### config.mk
export PLATFORM = sky130hd
export DESIGN_NAME = alu_result_serializer
export DESIGN_NICKNAME = d
export VERILOG_FILES = /design/src/rtl/alu_sys_pkg.sv /design/src/rtl/alu_result_serializer.sv
export SDC_FILE = /design/constraint.sdc
export NUM_CORES = 1
export LEC_CHECK = 0
export ABC_AREA = 1
export BUFFER_PORTS_ARGS = -buffer_cell sky130_fd_sc_hd__clkbuf_2
export CAP_MARGIN = 20
export CORE_MARGIN = 2
export CORE_UTILIZATION = 35
export CTS_CLUSTER_SIZE = 24
export DETAILED_ROUTE_END_ITERATION = 6
export HOLD_SLACK_MARGIN = 0.06
export PLACE_DENSITY = 0.6
export REMOVE_ABC_BUFFERS = 1
export SLEW_MARGIN = 25
export SYNTH_ARGS = -nofsm -noshare
export SYNTH_HDL_FRONTEND = slang
export SYNTH_SLANG_ARGS = --single-unit
### constraint.sdc
create_clock -name clk -period 3.75 [get_ports clk]
set_input_delay 0.375 -clock clk [delete_from_list [all_inputs] [get_ports clk]]
set_output_delay 0.375 -clock clk [all_outputs]
set_load 0.05 [all_outputs]
### src/rtl/alu_sys_pkg.sv
// Shared definitions for the ALU subsystem: serializer state encoding and byte width.
package alu_sys_pkg;

   localparam int BYTE_W = 8;

   typedef enum logic [1:0] {
      IDLE = 2'b00,
      SEND = 2'b01,
      GAP  = 2'b10
   } ser_state_e;

endpackage

### src/rtl/alu_result_serializer.sv
// Streams each ALU result to the UART transmitter one byte at a time, LSB first.
// One result is held in the shift register and a second can wait in the pending
// buffer; a result arriving with both occupied is dropped and flagged in overflow.
//
// state | meaning
// IDLE  | shift register empty, waiting for a result
// SEND  | tx_valid high, presenting the current byte until tx_busy is low
// GAP   | one idle cycle after each transfer so the UART can raise tx_busy
module alu_result_serializer
   import alu_sys_pkg::*;
#(
   parameter int WIDTH = 16
) (
   input  logic             clk,
   input  logic             rst,
   input  logic [WIDTH-1:0] alu_out,
   input  logic             out_valid,
   input  logic             tx_busy,
   output logic [7:0]       tx_data,
   output logic             tx_valid,
   output logic             ser_busy,
   output logic             overflow,
   input  logic             ovf_clr
);

   localparam int BYTES = WIDTH / BYTE_W;
   localparam int IDX_W = $clog2(BYTES + 1);
   localparam logic [IDX_W-1:0] IDX_LAST = IDX_W'(BYTES);

   ser_state_e         state_q, state_d;
   logic [IDX_W-1:0]   idx_q, idx_d;
   logic [WIDTH-1:0]   shreg_q, shreg_d;
   logic [WIDTH-1:0]   pend_q, pend_d;
   logic               pend_full_q, pend_full_d;
   logic [BYTE_W-1:0]  tx_data_q, tx_data_d;
   logic               ovf_q, ovf_d;
   logic               ser_busy_q, ser_busy_d;
   logic               pend_move;
   logic               ovf_set;

   // Next-state, datapath and pending-buffer decisions.
   always_comb begin
      state_d     = state_q;
      idx_d       = idx_q;
      shreg_d     = shreg_q;
      pend_d      = pend_q;
      pend_full_d = pend_full_q;
      tx_data_d   = tx_data_q;
      ovf_d       = ovf_q;
      pend_move   = 1'b0;
      ovf_set     = 1'b0;

      case (state_q)
         IDLE: begin
            if (out_valid) begin
               shreg_d   = alu_out;
               idx_d     = '0;
               tx_data_d = alu_out[BYTE_W-1:0];
               state_d   = SEND;
            end
         end
         SEND: begin
            if (!tx_busy) begin
               shreg_d = shreg_q >> BYTE_W;
               idx_d   = idx_q + IDX_W'(1);
               state_d = GAP;
            end
         end
         GAP: begin
            if (idx_q != IDX_LAST) begin
               tx_data_d = shreg_q[BYTE_W-1:0];
               state_d   = SEND;
            end else if (pend_full_q) begin
               shreg_d     = pend_q;
               pend_full_d = 1'b0;
               idx_d       = '0;
               tx_data_d   = pend_q[BYTE_W-1:0];
               pend_move   = 1'b1;
               state_d     = SEND;
            end else begin
               state_d = IDLE;
            end
         end
         default: state_d = IDLE;
      endcase

      // A slot freed by the pending-to-shift move can be refilled in the same cycle.
      if (out_valid && (state_q != IDLE)) begin
         if (!pend_full_q || pend_move) begin
            pend_d      = alu_out;
            pend_full_d = 1'b1;
         end else begin
            ovf_set = 1'b1;
         end
      end

      if (ovf_set) begin
         ovf_d = 1'b1;
      end else if (ovf_clr) begin
         ovf_d = 1'b0;
      end

      ser_busy_d = (state_d != IDLE) | pend_full_d;
   end

   // State and data registers with synchronous reset.
   always_ff @(posedge clk) begin
      if (rst) begin
         state_q     <= IDLE;
         idx_q       <= '0;
         shreg_q     <= '0;
         pend_q      <= '0;
         pend_full_q <= 1'b0;
         tx_data_q   <= '0;
         ovf_q       <= 1'b0;
         ser_busy_q  <= 1'b0;
      end else begin
         state_q     <= state_d;
         idx_q       <= idx_d;
         shreg_q     <= shreg_d;
         pend_q      <= pend_d;
         pend_full_q <= pend_full_d;
         tx_data_q   <= tx_data_d;
         ovf_q       <= ovf_d;
         ser_busy_q  <= ser_busy_d;
      end
   end

   assign tx_data  = tx_data_q;
   assign tx_valid = (state_q == SEND);
   assign ser_busy = ser_busy_q;
   assign overflow = ovf_q;

endmodule

Yosys cells after proc, flatten, opt, wreduce, memory -nomap -nowiden
Cells that the tools add are included.
- register bits after elaboration: 47
- input port bits: 21
- output and inout port bits: 11
- add/sub/neg operators: 1
- equality and inequality tests: 8
- muxes and demuxes: 30
- bitwise operators: 1
- reductions and logical operators: 12
- operators by type and width (kind ; number):
    2-to-1 mux 16 bit ; 4
    case mux 16 bit (3 select lines) ; 1
    2-to-1 mux 8 bit ; 3
    case mux 8 bit (2 select lines) ; 1
    2-to-1 mux 1 bit ; 13
    2-to-1 mux 2 bit ; 6
    case mux 2 bit (3 select lines) ; 2
    != test 2 bit, second input constant ; 5
    nonzero test 2 bit ; 4
    AND reduction 5 bit ; 1
    != test 3 bit, second input constant ; 1
    AND reduction 3 bit ; 1
    nonzero test 3 bit ; 1
    adder 2 x 1 -> 2 bit, second input constant ; 1
    equality test 2 x 1 -> 1 bit, second input constant ; 1
    equality test 2 bit, second input constant ; 1
    zero test 2 bit ; 1
    AND reduction 2 bit ; 1
    logical AND 1 bit ; 1
    zero test 1 bit ; 1
    logical OR 1 bit ; 1
    OR 1 bit ; 1

Logic depth before layout (Yosys ltp)
- depth in word-level cells: 7
- depth in mapped cells: 10
- mapped depth without buffers: 8

Worst setup path after synthesis
Ideal clock, no wire load.
- path type: register to register
- start: reg state_q[1]
- end: reg shreg_q[1]
- arrival time: 1.625 ns
- required time: 3.637 ns
- path slack: 2.012 ns
- cell stages (with the launch flop): 8
- buffers on the path: 1
- cells stage by stage: dfxtp_1 > inv_1 > ha_1 > a21oi_1 > nand3_2 > buf_4 > nor2_1 > nor2_1
- longest elaborated chain between the ends: 3
- elaborated cells between the ends (all ways): 10
- RTL lines (item ; line ; RTL):
    from (decl) ; alu_result_serializer.sv:30 ; ser_state_e state_q, state_d;
    from (signal assigned) ; alu_result_serializer.sv:118 ; state_q <= state_d;
    equality test 2 x 1 -> 1 bit * ; -- ;
    named net tx_valid ; alu_result_serializer.sv:20 ; output logic tx_valid,
    != test 2 bit (no source line) or nonzero test 3 bit (tied branches) ; -- ;
    AND reduction 5 bit (no source line) ; -- ;
    to (signal assigned) ; alu_result_serializer.sv:120 ; shreg_q <= shreg_d;
    to (decl) ; alu_result_serializer.sv:32 ; logic [WIDTH-1:0] shreg_q, shreg_d;
Mark *: on every way through the listed nets, which the timed path passes. The rest lies on a longest branch.
A chain may end at the register's enable or synchronous reset.

Worst setup path after layout
- start: reg state_q[0]
- end: reg shreg_q[14]
- longest elaborated chain between the ends: 3
- elaborated cells between the ends (all ways): 10
- RTL lines (item ; line ; RTL):
    equality test 2 bit (tied with other cells) ; alu_result_serializer.sv:53 ; case (state_q)
    != test 2 bit (no source line) or nonzero test 3 bit (tied branches) ; -- ;
    AND reduction 5 bit (no source line) ; -- ;
Several ways; a longest one is shown, not always the timed one.

==> impl_results.md <==
* Status: finished clean
* Largest buffer count on any clock path at 2
* Data required time of the worst path at 3950 ps
* Initial detailed-routing violation count at 104
* Post-route setup TNS at 0 ps
* Hold-fix buffers at CTS at 0
* Cell mode on critical path: nor2_1
* Gr ovfl total at 0
* Routed len/inst at 11.15 um
* Synth async-reset ratio at 0%
* Row count at 30
* #FFs+latches synth at 47
* Number of synthesized flops with an enable pin at 0
* Initial Util at 36.04%
* Sinks on the clock net at 47
* Cell with the largest stage delay on the worst path: nand3_2
* Tcrit/Tclk final at 57.80%
* IO Port Bufs at 31
* Initial antenna violation count at 0
* Setup Buffers After CTS at 0
* 1st-pass router iterations at 4
* Top FF cell, synth: dfxtp_1
* Final GP Congestion at 0.7799
* Clk Latency, worst-skew pair at 300 ps
* Power Total at 1.315 mW
* # fillers at 761
* Nets@finish at 435
* Leakage power at 1.363 nW
* PnR worst setup slack at 1582 ps
* Routed wire length at 5629 um
* Largest stage delay, worst path at 550 ps
* Core Footprint at 0.006794 mm^2
* Placement Setup Slack at 1580 ps
* Largest net degree at the start of global routing at 38
* Clock slew at reported path FFs at 90 ps
* Maximum clock frequency at 0.4614 GHz
* Hold Fails Final Rpt at 0
* Rel. slew slack at 55.52%
* P&R area growth vs syn at 10.78%
* RSZ-0062 raised after global routing: no
* Area leader, netlist: dfxtp_1
* Crit path cell chain: inv_1 > ha_1 > nand2_1 > nand3_2 > nor2_1 > nor2_1
* HPWL Detailed at 3723 um
* List of most frequent post-synthesis cells: 119 x nand2_1, 77 x nor2_1, 47 x dfxtp_1, 40 x inv_1, 29 x o21ai_0
* Post-DRT Antenna Nets at 0
* Finished Layout Cells at 505
* Post-synthesis cell count at 384
* Root buffer cell: clkbuf_8
* Tmin final at 2168 ps
* Top-count cell post-synth: nand2_1
* Yosys warnings at 0
* Average size of a mapped cell at 6.377 um^2
* H-tree levels at 2
* Synth top area cells: dfxtp_1 38%, nand2_1 18%, nor2_1 12%
* Dpl cells at 497
* CP arrival at 2360 ps
* Worst setup SP type: flip-flop
* Die Y at 87.64 um
* Mapped Area at 0.002449 mm^2
* Top cell type's share of synthesized area at 38.43%
* Die width at 87.64 um
* Register-to-Register Path Depth at 6
* CP Max Fanout at 33
* Die area at 0.007681 mm^2
* Cell Pwr Density at 484.9 mW/mm^2
* Yosys cell types at 24
* Fraction of layout cells with a size suffix above 1 at 12.47%
* DRC Markers at 0
* Final setup violation count at 0
* Routed via count at 2,260
* Worst vdd ir at 0.1725 mV
* Min-Delay Path Class: in -> reg
* Hold depth at 2
* IO Pins at 32
* Clock buffers created by TritonCTS at 5
* Max Slew Vio Count at 0
* Critical path capture point type: flip-flop
* Vias in the first global route at 2,018
* PostCTS Resize Cnt at 0
* Worst Tran Pin Value at 666.5 ps
* First-pass GRT wire length at 9508 um
* Max Cap Viol at 0
* Clock skew at 2.859 ps
* Antenna cells at 0
* CTS tree: done
* Vias/cell at 4.475
* Sequential element share of the synthesized area at 38.43%
* WS Path Type: reg -> reg
* All-layer global routing usage at 15.52%
-- cell usage in the layout, fill, tap and decap left out, types with 4 or more instances in the layout --
cell      netlist  routed
nand2_1       119     119
nand3_1        14      14
o21ai_1         5       5
clkbuf_8        0       5
nor3_1         16      16
clkbuf_2        1      31
ha_1            6       6
o21ai_0        29      29
inv_1          40      39
inv_2           3       4
nor2_1         77      77
dfxtp_1        47      47
-- logic make-up (layout without fill, tap and decap cells) --
kind of cell	Yosys count	in the layout	synth area share [%]
AND/OR/NAND/NOR	234	234	39.24
flip-flops	47	47	38.43
buffers and inverters	59	84	11.04
AO/OA/AOI/OAI	38	38	8.227
adder cells (fa/ha/maj)	6	6	3.066
-- metal layers --
metal	share of wire [%]	global-route usage, %	wire (um)
met1	50	21.14	2832
met2	46	25.55	2563
met3	3.4	3.110	189
met4	0.78	3.217	44
met5	0	0	0
-- sequential cells by signal, indices dropped and copies added (netlist names) --
name	cells
idx_q	2
overflow	1
pend_full_q	1
pend_q	16
ser_busy	1
shreg_q	16
state_q	2
tx_data	8
-- power by group --
group / switching, mW / internal (mW) / total (mW)
clock: 0.177 / 0.131 / 0.308
sequential: 0.0386 / 0.572 / 0.610
combinational: 0.279 / 0.118 / 0.397
-- critical path: cells and delay by family, from the launching register on --
kind / cells / cell delay, ps
simple gates: 4 / 1140
fa+ha+maj: 1 / 390
buf+inv: 1 / 90
flops: 1 / 440
-- through the flow --
stage	instance area (um^2)	hold slack [ps]	utilization, %
2_1_floorplan	2345	438.6	-
3_3_place_gp	2628	451.8	38.67
3_5_place_dp	2628	461.0	38.67
4_1_cts	2713	299.4	39.93
5_1_grt	2713	301.7	39.93
6_report	2713	300.9	39.93
-- final cells by class --
type | instances | area, um^2 | share of cell area, %
Clock buffer | 6 | 72.57 | 2.675
Clock inverter | 2 | 12.51 | 0.4613
Inverter | 44 | 166.4 | 6.135
Multi-Input combinational cell | 278 | 1237 | 45.62
Sequential cell | 47 | 940.9 | 34.69
Tap cell | 96 | 120.1 | 4.428
Timing Repair Buffer | 32 | 162.7 | 5.996
-- final timing paths --
path                       to  slack [ps]       start
setup / recovery  shreg_q[14]        1580  state_q[0]
hold / removal       idx_q[1]         300         rst
setup reg to reg  shreg_q[14]        1580  state_q[0]
hold reg to reg      overflow         470    overflow
No activity file was read; power rests on OpenSTA's default activity.
